## config.mk

```make
export PLATFORM = sky130hd
export DESIGN_NAME = mem_ctrl
export DESIGN_NICKNAME = d
export VERILOG_FILES = /design/src/rtl/mem_ctrl.sv
export SDC_FILE = /design/constraint.sdc
export NUM_CORES = 1
export LEC_CHECK = 0
export ABC_AREA = 1
export ABC_CLOCK_PERIOD_IN_PS = 1590
export BUFFER_PORTS_ARGS = -buffer_cell sky130_fd_sc_hd__clkbuf_2
export CAP_MARGIN = 20
export CORE_MARGIN = 2
export CORE_UTILIZATION = 45
export DETAILED_ROUTE_END_ITERATION = 16
export PLACE_DENSITY = 0.75
export SYNTH_ARGS = -nofsm -noshare
export SYNTH_HDL_FRONTEND = slang
export SYNTH_SLANG_ARGS = --single-unit
```

## constraint.sdc

```tcl
create_clock -name clk -period 1.59 [get_ports clk]
set_input_delay 0.0795 -clock clk [delete_from_list [all_inputs] [get_ports clk]]
set_output_delay 0.0795 -clock clk [all_outputs]
set_load 0.005 [all_outputs]
```

## src/rtl/mem_ctrl.sv

```systemverilog
// Cache-side 32-bit word requests serialized into byte accesses on a 1-cycle-latency RAM port.
// Optional MEMCTRL_BYTE_SKIP_EN: writes visit only the byte slots enabled in cache_sel_i.
module mem_ctrl #(
  parameter int ADDR_WIDTH = 17
) (
  input  logic                  clk,
  input  logic                  rst,
  input  logic                  cache_ce_i,
  input  logic                  cache_we_i,
  input  logic [31:0]           cache_addr_i,
  input  logic [3:0]            cache_sel_i,
  input  logic [31:0]           cache_data_i,
  output logic [31:0]           cache_data_o,
  output logic                  cache_ready_o,
  output logic [ADDR_WIDTH-1:0] ram_a_o,
  output logic                  ram_wr_o,
  output logic [7:0]            ram_dout_o,
  input  logic [7:0]            ram_din_i
);

  typedef enum logic [1:0] {IDLE, XFER, RDWAIT, DONE} state_t;

  state_t                state_q, state_d;
  logic [1:0]            cnt_q, cnt_d;
  logic [ADDR_WIDTH-3:0] base_q, base_d;
  logic                  we_q, we_d;
  logic [31:0]           data_q, data_d;
  logic [23:0]           cap_q, cap_d;
  logic [31:0]           rdata_q, rdata_d;

`ifdef MEMCTRL_BYTE_SKIP_EN
  logic [3:0] sel_q, sel_d;
  logic [2:0] nxt;
  logic       unused_addr;
  assign unused_addr = ^{cache_addr_i[31:ADDR_WIDTH], cache_addr_i[1:0]};

  // {found, slot}: lowest enabled slot at or above 'from'
  function automatic logic [2:0] first_from(input logic [3:0] sel, input int from);
    first_from = 3'b000;
    for (int k = 3; k >= 0; k--)
      if (k >= from && sel[k]) first_from = {1'b1, 2'(k)};
  endfunction
`else
  logic unused_in;
  assign unused_in = ^{cache_addr_i[31:ADDR_WIDTH], cache_addr_i[1:0], cache_sel_i};
`endif

  always_comb begin
    state_d = state_q;
    cnt_d   = cnt_q;
    base_d  = base_q;
    we_d    = we_q;
    data_d  = data_q;
    cap_d   = cap_q;
    rdata_d = rdata_q;
`ifdef MEMCTRL_BYTE_SKIP_EN
    sel_d   = sel_q;
    nxt     = 3'b000;
`endif
    case (state_q)
      IDLE: if (cache_ce_i) begin
        base_d  = cache_addr_i[ADDR_WIDTH-1:2];
        we_d    = cache_we_i;
        data_d  = cache_data_i;
        cnt_d   = 2'd0;
        state_d = XFER;
`ifdef MEMCTRL_BYTE_SKIP_EN
        sel_d = cache_sel_i;
        if (cache_we_i) begin
          nxt   = first_from(cache_sel_i, 0);
          cnt_d = nxt[1:0];
          if (!nxt[2]) state_d = DONE;
        end
`endif
      end
      XFER: begin
        // Byte for address cnt-1 arrives now; shift it in so lane 0 ends at the bottom
        if (!we_q && cnt_q != 2'd0) cap_d = {ram_din_i, cap_q[23:8]};
`ifdef MEMCTRL_BYTE_SKIP_EN
        if (we_q) begin
          nxt = first_from(sel_q, int'(cnt_q) + 1);
          if (nxt[2]) cnt_d = nxt[1:0];
          else        state_d = DONE;
        end else begin
          cnt_d = cnt_q + 2'd1;
          if (cnt_q == 2'd3) state_d = RDWAIT;
        end
`else
        cnt_d = cnt_q + 2'd1;
        if (cnt_q == 2'd3) state_d = we_q ? DONE : RDWAIT;
`endif
      end
      RDWAIT: begin
        rdata_d = {ram_din_i, cap_q};
        state_d = DONE;
      end
      DONE:    state_d = IDLE;
      default: state_d = IDLE;
    endcase
  end

  always_ff @(posedge clk) begin
    if (rst) begin
      state_q <= IDLE;
      cnt_q   <= '0;
      base_q  <= '0;
      we_q    <= 1'b0;
      data_q  <= '0;
      cap_q   <= '0;
      rdata_q <= '0;
`ifdef MEMCTRL_BYTE_SKIP_EN
      sel_q   <= '0;
`endif
    end else begin
      state_q <= state_d;
      cnt_q   <= cnt_d;
      base_q  <= base_d;
      we_q    <= we_d;
      data_q  <= data_d;
      cap_q   <= cap_d;
      rdata_q <= rdata_d;
`ifdef MEMCTRL_BYTE_SKIP_EN
      sel_q   <= sel_d;
`endif
    end
  end

  // Slot index replaces the low two bits, so the address never leaves the aligned word
  assign ram_a_o       = (state_q == XFER) ? {base_q, cnt_q} : '0;
  assign ram_wr_o      = (state_q == XFER) && we_q;
  assign ram_dout_o    = ram_wr_o ? 8'(data_q >> {cnt_q, 3'b000}) : 8'h00;
  assign cache_ready_o = (state_q == DONE);
  assign cache_data_o  = rdata_q;

endmodule

```

==> results of run 1 <==
[report_power, final]
group | internal, W | switching, W
sequential | 0.00339 | 0.000401
combinational | 0.00130 | 0.00178
clock | 0.000638 | 0.00108
[cell families (layout without fill, tap and decap cells)]
family,count (synthesis),count (layout),share of synthesized area (%)
AND/OR/NAND/NOR,276,276,24.2
adder cells (fa/ha/maj),7,7,2.02
flip-flops,108,108,49.9
buffers and inverters,74,241,8.41
AO/OA/AOI/OAI,133,133,15.4
[critical path: cells and delay by family (launching register included)]
kind	cells	cell delay, ns
flip-flops	1	0.40
AO/OA/AOI/OAI	2	0.26
AND/OR/NAND/NOR	2	0.18
buffers and inverters	2	0.27
[layout make-up]
class | instances | area (sq um)
tap | 129 | 161
fill | 826 | 3390
clock buffer | 9 | 124
sequential | 108 | 2170
multi-input combinational | 416 | 1860
inverter | 37 | 141
timing repair buffer | 188 | 1350
clock inverter | 7 | 83.8
[cells in the mapped netlist (all sizes together)]
cell and number:
nor2 225, clkbuf 12, dfxtp 108, clkinv 2
ha 7, a21oi 20, nand2 46, inv 35
o21ai 113, nand3 5, buf 25
[final timing paths]
path,startpoint,end,slack [ns]
worst max-delay path,cnt_q[0],ram_dout_o[1],0.01
worst min-delay path,cache_data_i[8],data_q[8],0.02
worst max register to register,state_q[0],data_q[22],0.10
worst min register to register,data_q[8],data_q[8],0.46
[flip-flops by register name, indices dropped and copies added, names as in the netlist]
register,cells
cache_data_o,32
cnt_q,2
cap_q,24
data_q,32
we_q,1
state_q,2
base_q,15
[metrics by stage]
step	total power, W	area (sq um)
after floorplan	0.00559	4330
after global placement	0.00640	5000
after detailed placement	0.00651	5000
after CTS	0.00839	5790
after global routing	0.00921	5890
final	0.00859	5890
[what timing repair did]
| action | CTS | global route |
|---|---|---|
| buffers inserted | 0 | 1 |
| endpoints found under the hold margin | 63 | 0 |
| hold buffers | 54 | 0 |
| setup endpoints to repair | 21 | 21 |
| pin swaps | 0 | 2 |
| gates cloned | 0 | 2 |
| resized for setup | 13 | 22 |
[placed cells by master (no fill, tap or decap), drive strengths merged]
master,n
dlygate4sd3,54
nand3,5
a21oi,20
nand2,46
inv,39
dfxtp,108
buf,16
clkbuf,127
o21ai,113
nor2,225
ha,7
clkinv,5
[metal layers]
layer / routed length [um] / GRT usage, % / vias to the layer above / share of wire [%]
met5: 0 / 0 / - / 0
met2: 5840 / 39.1 / 169 / 50
met1: 4830 / 25.7 / 2043 / 41
met4: 331 / 9.44 / 0 / 2.8
li1: - / - / 2213 / -
met3: 731 / 4.72 / 32 / 6.2
==> impl_metrics.toml, run 1 <==
[drt]
routed_wl_um = 11700
vias_per_cell = 4.99
drtAntennaViolNets = 0
dr_total_vias = 4457
firstDrtPassIters = 5
first_iter_violations = 198
wl_per_cell_um = 13.1
drc_errors = 0

[place]
globalplace.congestion = 0.807
pre_cts_slack_ns = 0.148
placed_cells = 821
portBuffers = 117
dp_hpwl_um = 6900

[worst_setup_path]
required_ns = 1.51
path_cells = "buf_12 -> nor2_1 -> nor2_1 -> o21ai_1 -> a21oi_2 -> clkbuf_2"
cp_slowest_stage_delay_ns = 0.40
r2r_cells = 6
endpoint_kind = "primary output"
worstPathArrival_ns = 1.50
worst_path_max_delay_cell = "dfxtp_4"
critPathMaxFanout = 14
worst_path_most_repeated_cell = "nor2_1"
start_kind = "flip-flop"
criticalPathCategory = "flip-flop to primary output"

[sta]
fmax_ghz = 0.634
hold_slack_ns = 0.0232
worst_pin_slew_ns = 0.332
fin_skew_ns = 0.0260
rsz0062_at_grt = "yes"
finalHoldViolCount = 0
slew_headroom_pct = 77.9
finalCritPeriodShare_pct = 99.2
fin_setup_tns_ns = 0
min_period_ns = 1.58
setup_violations = 0
fin_ws_ns = 0.0125
drv_slew = 0

[synth]
avgSynthCellArea_sq_um = 7.24
synth_area_leader_cell = "dfxtp_1"
syn-cell-area_sq_mm = 0.00433
yosys_register_bits = 108
synth_nets = 685
ys_seq_area_share_pct = 49.9
synth_top_cells_by_area = "dfxtp_1 50%, nor2_1 19%, o21ai_0 9.6%, nand2_1 3.8%, o21ai_1 3.5%"
synth_warnings = 0
syn_inst = 598
synthDistinctLibCells = 20
synth_top_area_share_pct = 49.9

[pwr]
powerDensity_mw_per_mm2 = 1460
ir_drop_mv = 0.790
p_leak_nw = 2.84

[global_routing]
antenna_found_initial = 0
grtUsageTotal_pct = 22.0
grt_pass1_wl_um = 18200
grt_overflow_total = 0
grt_pass1_vias = 4034
grt_max_degree = 57

[die]
chipHeight_um = 102
die_w_um = 102
core-area_sq_mm = 0.00928
io_pins = 139
rows = 35
dieArea_sq_mm = 0.0104
start_util_pct = 46.6

[clock_network]
cts.sink_count = 108
cts_tree = "done"
cts_max_level = 3
cts_buffers = 9
clk_transition_reported_paths_ns = 0.11
clkLatencyLatePin_ns = 0.39
cts.path.max_buffers = 2
cts-root-buf = "clkbuf_8"

[status]
status = "complete, no violations"

[finish]
syn2layout_area_growth_pct = 36.0
drive_gt1_share_pct = 22.2
antenna_cells = 0
utilization_pct = 63.4
final_net_count = 847
layoutNonFillerInstCount = 894

[job]
cap_violations = 0

[hold_path]
hold_depth = 3
hold_class = "input pin to flip-flop"
Power figures use the tool's default switching activity.
==> run 2: changes to the inputs <==
Settings changed: ABC_AREA 1 to not set.
==> impl_metrics.toml, run 2 <==
[finish]
layout_common_cells = "146 x nand2_1, 114 x clkbuf_2, 106 x dfxtp_1"
layoutNonFillerInstCount = 788
fill_cells = 762
syn2layout_area_growth_pct = 37.7
final_common_cell = "nand2_1"
final_net_count = 740
design_area_sq_mm = 0.00588
drive_gt1_share_pct = 26.6

[place]
dp_hpwl_um = 6840
post_dp_cell_area_sq_mm = 0.00503
globalplace.congestion = 0.793
portBuffers = 117
placed_cells = 713

[sta]
min_period_ns = 1.76
fin_ws_ns = -0.173
fmax_ghz = 0.567
drv_slew = 0
fin_skew_ns = 0.0126
worst_pin_slew_ns = 0.294
fin_setup_tns_ns = -1.19
hold_slack_ns = 0.0507
rsz0062_at_grt = "yes"
setup_violations = 8
finalCritPeriodShare_pct = 111
finalHoldViolCount = 0
slew_headroom_pct = 80.4

[drt]
routed_wl_um = 11200
top_layer_used = "met4"
wl_met2_um = 5640
first_iter_violations = 116
vias_per_cell = 4.99
wl_met3_um = 641
drc_errors = 0
dr_total_vias = 3931
firstDrtPassIters = 5
wl_per_cell_um = 14.2
wl_met1_um = 4680
drtAntennaViolNets = 0

[die]
core-area_sq_mm = 0.00924
dieArea_sq_mm = 0.0103
die_w_um = 101
start_util_pct = 46.2
io_pins = 139
rows = 35
chipHeight_um = 101

[global_routing]
grt_pass1_wl_um = 17800
grt_overflow_total = 0
grtUsageTotal_pct = 21.9
grt_pass1_vias = 3788
grt_max_degree = 66
antenna_found_initial = 1

[worst_setup_path]
start_kind = "flip-flop"
criticalPathCategory = "flip-flop to primary output"
endpoint_kind = "primary output"
required_ns = 1.51
worstPathArrival_ns = 1.68
critPathMaxFanout = 6

[synth]
synthMostInstantiatedCell = "nand2_1"
synth_top_area_share_pct = 50.6
synth_common_cells = "146 x nand2_1, 108 x dfxtp_1, 74 x a21oi_1"
synth_area_leader_cell = "dfxtp_1"
synthDistinctLibCells = 25
syn_inst = 487
synth_warnings = 0
synth_nets = 574
avgSynthCellArea_sq_um = 8.77
syn-cell-area_sq_mm = 0.00427
synth_flop_cell = "dfxtp_1"
yosys_register_bits = 108
async_reset_ff_share_pct = 0
synth_top_cells_by_area = "dfxtp_1 51%, nand2_1 13%, a21oi_1 8.7%, mux2i_1 7.7%, mux4_2 3.7%"
synth_edf_count = 0
ys_seq_area_share_pct = 50.6

[job]
cap_violations = 0

[status]
violations = "setup timing"
status = "complete, but fails checks"

[pwr]
combPwrFrac_pct = 33.8
ir_drop_mv = 0.802
p_int_w = 0.00475
clock_power_share_pct = 21.8
p_total_w = 0.00719
netSwitchingFraction_pct = 33.9
powerDensity_mw_per_mm2 = 1220
p_leak_nw = 2.42
sequentialPowerShare_pct = 44.5
switching_power_w = 0.00244

[hold_path]
hold_class = "input pin to flip-flop"

[clock_network]
cts.path.max_buffers = 2
cts_tree = "done"
cts_buffers = 9
cts_max_level = 3
clk_transition_reported_paths_ns = 0.11
cts.sink_count = 108
clkLatencyLatePin_ns = 0.37
cts-root-buf = "clkbuf_8"
==> run 2: logic make-up (layout without fill, tap and decap cells) <==
| family | after synthesis | in the layout | synth area share, % |
|---|---|---|---|
| muxes | 41 | 41 | 12.0 |
| and+or+nand+nor | 213 | 213 | 21.0 |
| adders and majority gates | 7 | 7 | 2.05 |
| DFF | 108 | 108 | 50.6 |
| AOI/OAI and AO/OA | 78 | 78 | 9.41 |
| other | 0 | 1 | 0 |
| buffers and inverters | 40 | 211 | 4.89 |
==> run 2: worst max-delay path, cell delays in order (launching register included) <==
cell and delay (ns):
dfxtp_4 0.39, buf_8 0.14, mux4_2 0.51, and3_4 0.17, buf_6 0.11
==> run 2: stage by stage <==
step,worst slack [ns],utilization (%)
2_1_floorplan,0.0143,-
3_3_place_gp,0.169,54.4
3_5_place_dp,0.0667,54.4
4_1_cts,-0.183,63.0
5_1_grt,-0.252,63.6
6_report,-0.173,63.6
==> run 2: layer usage <==
metal  global-route usage, %  up-vias
li1                        -     1937
met1                    27.0     1845
met2                    37.5      130
met3                    5.24       19
met4                    7.80        0
met5                       0        -
==> run 2: cell type report <==
class | count | area (sq um) | share of cell area, %
Sequential cell | 108 | 2170 | 36.9
Multi-Input combinational cell | 339 | 1950 | 33.1
Timing Repair Buffer | 191 | 1400 | 23.9
Tap cell | 129 | 161 | 2.75
Clock buffer | 10 | 128 | 2.17
Clock inverter | 6 | 53.8 | 0.915
Inverter | 4 | 15.0 | 0.255
Antenna cell | 1 | 2.50 | 0.0426
==> run 2: worst paths after layout <==
check | startpoint | endpoint | slack (ns) | cells past startpoint
setup / recovery | cnt_q[0] | ram_dout_o[0] | -0.17 | 4
hold / removal | rst | data_q[27] | 0.05 | 2
setup reg to reg | state_q[0] | data_q[21] | 0.10 | 6
hold reg to reg | base_q[11] | base_q[11] | 0.45 | 2
==> run 2: power groups by stage <==
stage,combinational [W],clock (W),sequential [W]
after global routing,0.00268,0.00173,0.00323
after global placement,0.00203,0,0.00322
final,0.00243,0.00157,0.00320
after detailed placement,0.00213,0,0.00324
after floorplan,0.00147,0,0.00320
after CTS,0.00231,0.00160,0.00319
==> run 2: what timing repair did <==
action	in CTS	in global routing
pin swaps	8	0
hold buffers	56	0
buffers inserted	1	0
endpoints found under the hold margin	64	0
setup endpoints to repair	21	63
cloned	0	1
gates resized for setup	12	10
==> run 3: changes to the inputs <==
Settings changed: PLACE_DENSITY 0.75 to 0.72.
==> impl_metrics.toml, run 3 (synthesis gave the netlist of run 2 again) <==
[status]
status = "complete, but fails checks"
violations = "setup timing"

[global_routing]
grtUsageTotal_pct = 21.5
grt_max_degree = 49
grt_overflow_total = 0
grt_pass1_wl_um = 17600
antenna_found_initial = 0
grt_pass1_vias = 3861

[sta]
setup_violations = 32
slew_headroom_pct = 73.0
fmax_ghz = 0.573
fin_skew_ns = 0.00905
rsz0062_at_grt = "yes"
worst_pin_slew_ns = 0.405
finalHoldViolCount = 0
fin_ws_ns = -0.156
drv_slew = 0
min_period_ns = 1.75
finalCritPeriodShare_pct = 110

[clock_network]
cts_max_level = 3
cts_tree = "done"
cts_buffers = 9
cts.path.max_buffers = 2
cts.sink_count = 108
cts-root-buf = "clkbuf_8"
clk_transition_reported_paths_ns = 0.11
clkLatencyLatePin_ns = 0.36

[worst_setup_path]
worst_path_max_delay_cell = "mux4_2"
cp_slowest_stage_delay_ns = 0.48
required_ns = 1.51
cpLargestDelayFamily = "multiplexers"
path_cells = "buf_4 -> mux4_2 -> and3_1 -> clkbuf_2"
critPathMaxFanout = 4
crit_buf_inv = 2
endpoint_kind = "primary output"
criticalPathCategory = "flip-flop to primary output"
worstPathArrival_ns = 1.67
start_kind = "flip-flop"

[place]
post_dp_cell_area_sq_mm = 0.00502
pre_cts_slack_ns = 0.0549
portBuffers = 117
globalplace.congestion = 0.792
dp_hpwl_um = 6600

[finish]
design_area_sq_mm = 0.00594
final_net_count = 742
utilization_pct = 64.3
layout_common_cells = "146 x nand2_1, 115 x clkbuf_2, 106 x dfxtp_1"
syn2layout_area_growth_pct = 39.1
final_common_cell = "nand2_1"
drive_gt1_share_pct = 27.4
antenna_cells = 0

[pwr]
combPwrFrac_pct = 33.6
clock_power_share_pct = 22.4
p_int_w = 0.00478
p_total_w = 0.00727
ir_drop_mv = 0.725
sequentialPowerShare_pct = 44.0
netSwitchingFraction_pct = 34.3
powerDensity_mw_per_mm2 = 1230
p_leak_nw = 2.45
switching_power_w = 0.00250

[die]
start_util_pct = 46.2
io_pins = 139
chipHeight_um = 101
rows = 35
die_w_um = 101
dieArea_sq_mm = 0.0103
core-area_sq_mm = 0.00924

[drt]
first_iter_violations = 137
drc_errors = 0
firstDrtPassIters = 4
dr_total_vias = 3906
drtAntennaViolNets = 0
routed_wl_um = 11400
wl_per_cell_um = 14.4
vias_per_cell = 4.95

[hold_path]
hold_class = "input pin to flip-flop"

[job]
cap_violations = 0
==> run 3: timing repair <==
item / CTS / global route
endpoints found under the hold margin: 64 / 0
setup buffers: 3 / 0
hold buffers: 56 / 0
endpoints found under the setup margin: 12 / 98
gates cloned: 0 / 3
gates resized for setup: 12 / 10
pin swaps: 6 / 1
==> run 3: cell type report <==
class / instances / area [sq um]
fillers: 752 / 3300
flip-flops and latches: 108 / 2170
multi-input cells: 339 / 1960
repair buffers: 193 / 1440
well taps: 129 / 161
clock buffers: 9 / 124
clock inverters: 7 / 67.6
inverters: 4 / 15.0
==> run 3: worst paths after layout <==
kind	from	end	slack, ns	cells after the start
max	cnt_q[0]	ram_dout_o[3]	-0.16	4
min	cache_ce_i	cnt_q[0]	0.08	4
max reg2reg	cnt_q[0]	cap_q[7]	-0.09	8
min reg2reg	base_q[1]	base_q[1]	0.46	2
==> run 3: per-stage QoR <==
| stage | hold slack, ns | setup TNS, ns | instances |
|---|---|---|---|
| floorplan | 0.215 | 0 | 487 |
| finish | 0.0763 | -2.52 | 789 |
| detailed placement | 0.308 | 0 | 711 |
| global route | 0.102 | -4.21 | 789 |
| CTS | 0.0630 | -2.16 | 786 |
| global placement | 0.304 | 0 | 711 |
==> run 3: worst reg2reg max path, cell delays in order (launching register included) <==
cell and delay [ns]:
dfxtp_4 0.39, buf_4 0.12, buf_4 0.10, inv_2 0.03, ha_2 0.18, or3b_4 0.43, clkbuf_16 0.18, nand2_1 0.07
a21oi_1 0.07
==> run 3: per-layer routing <==
layer  vias up  routed length, um  track usage, %  part of all wire (%)
met5         -                  0               0                     0
met4         0                215            9.56                   1.9
met3        20                566            4.14                   5.0
met2       114               5940            36.5                    52
met1      1839               4660            26.7                    41
li1       1933                  -               -                     -
==> run 3: power groups by stage <==
stage | Clock (W) | Sequential [W] | Combinational, W
6_report | 0.00163 | 0.00320 | 0.00245
5_1_grt | 0.00178 | 0.00324 | 0.00268
4_1_cts | 0.00165 | 0.00319 | 0.00226
3_5_place_dp | 0 | 0.00326 | 0.00205
3_3_place_gp | 0 | 0.00323 | 0.00199
2_1_floorplan | 0 | 0.00320 | 0.00147
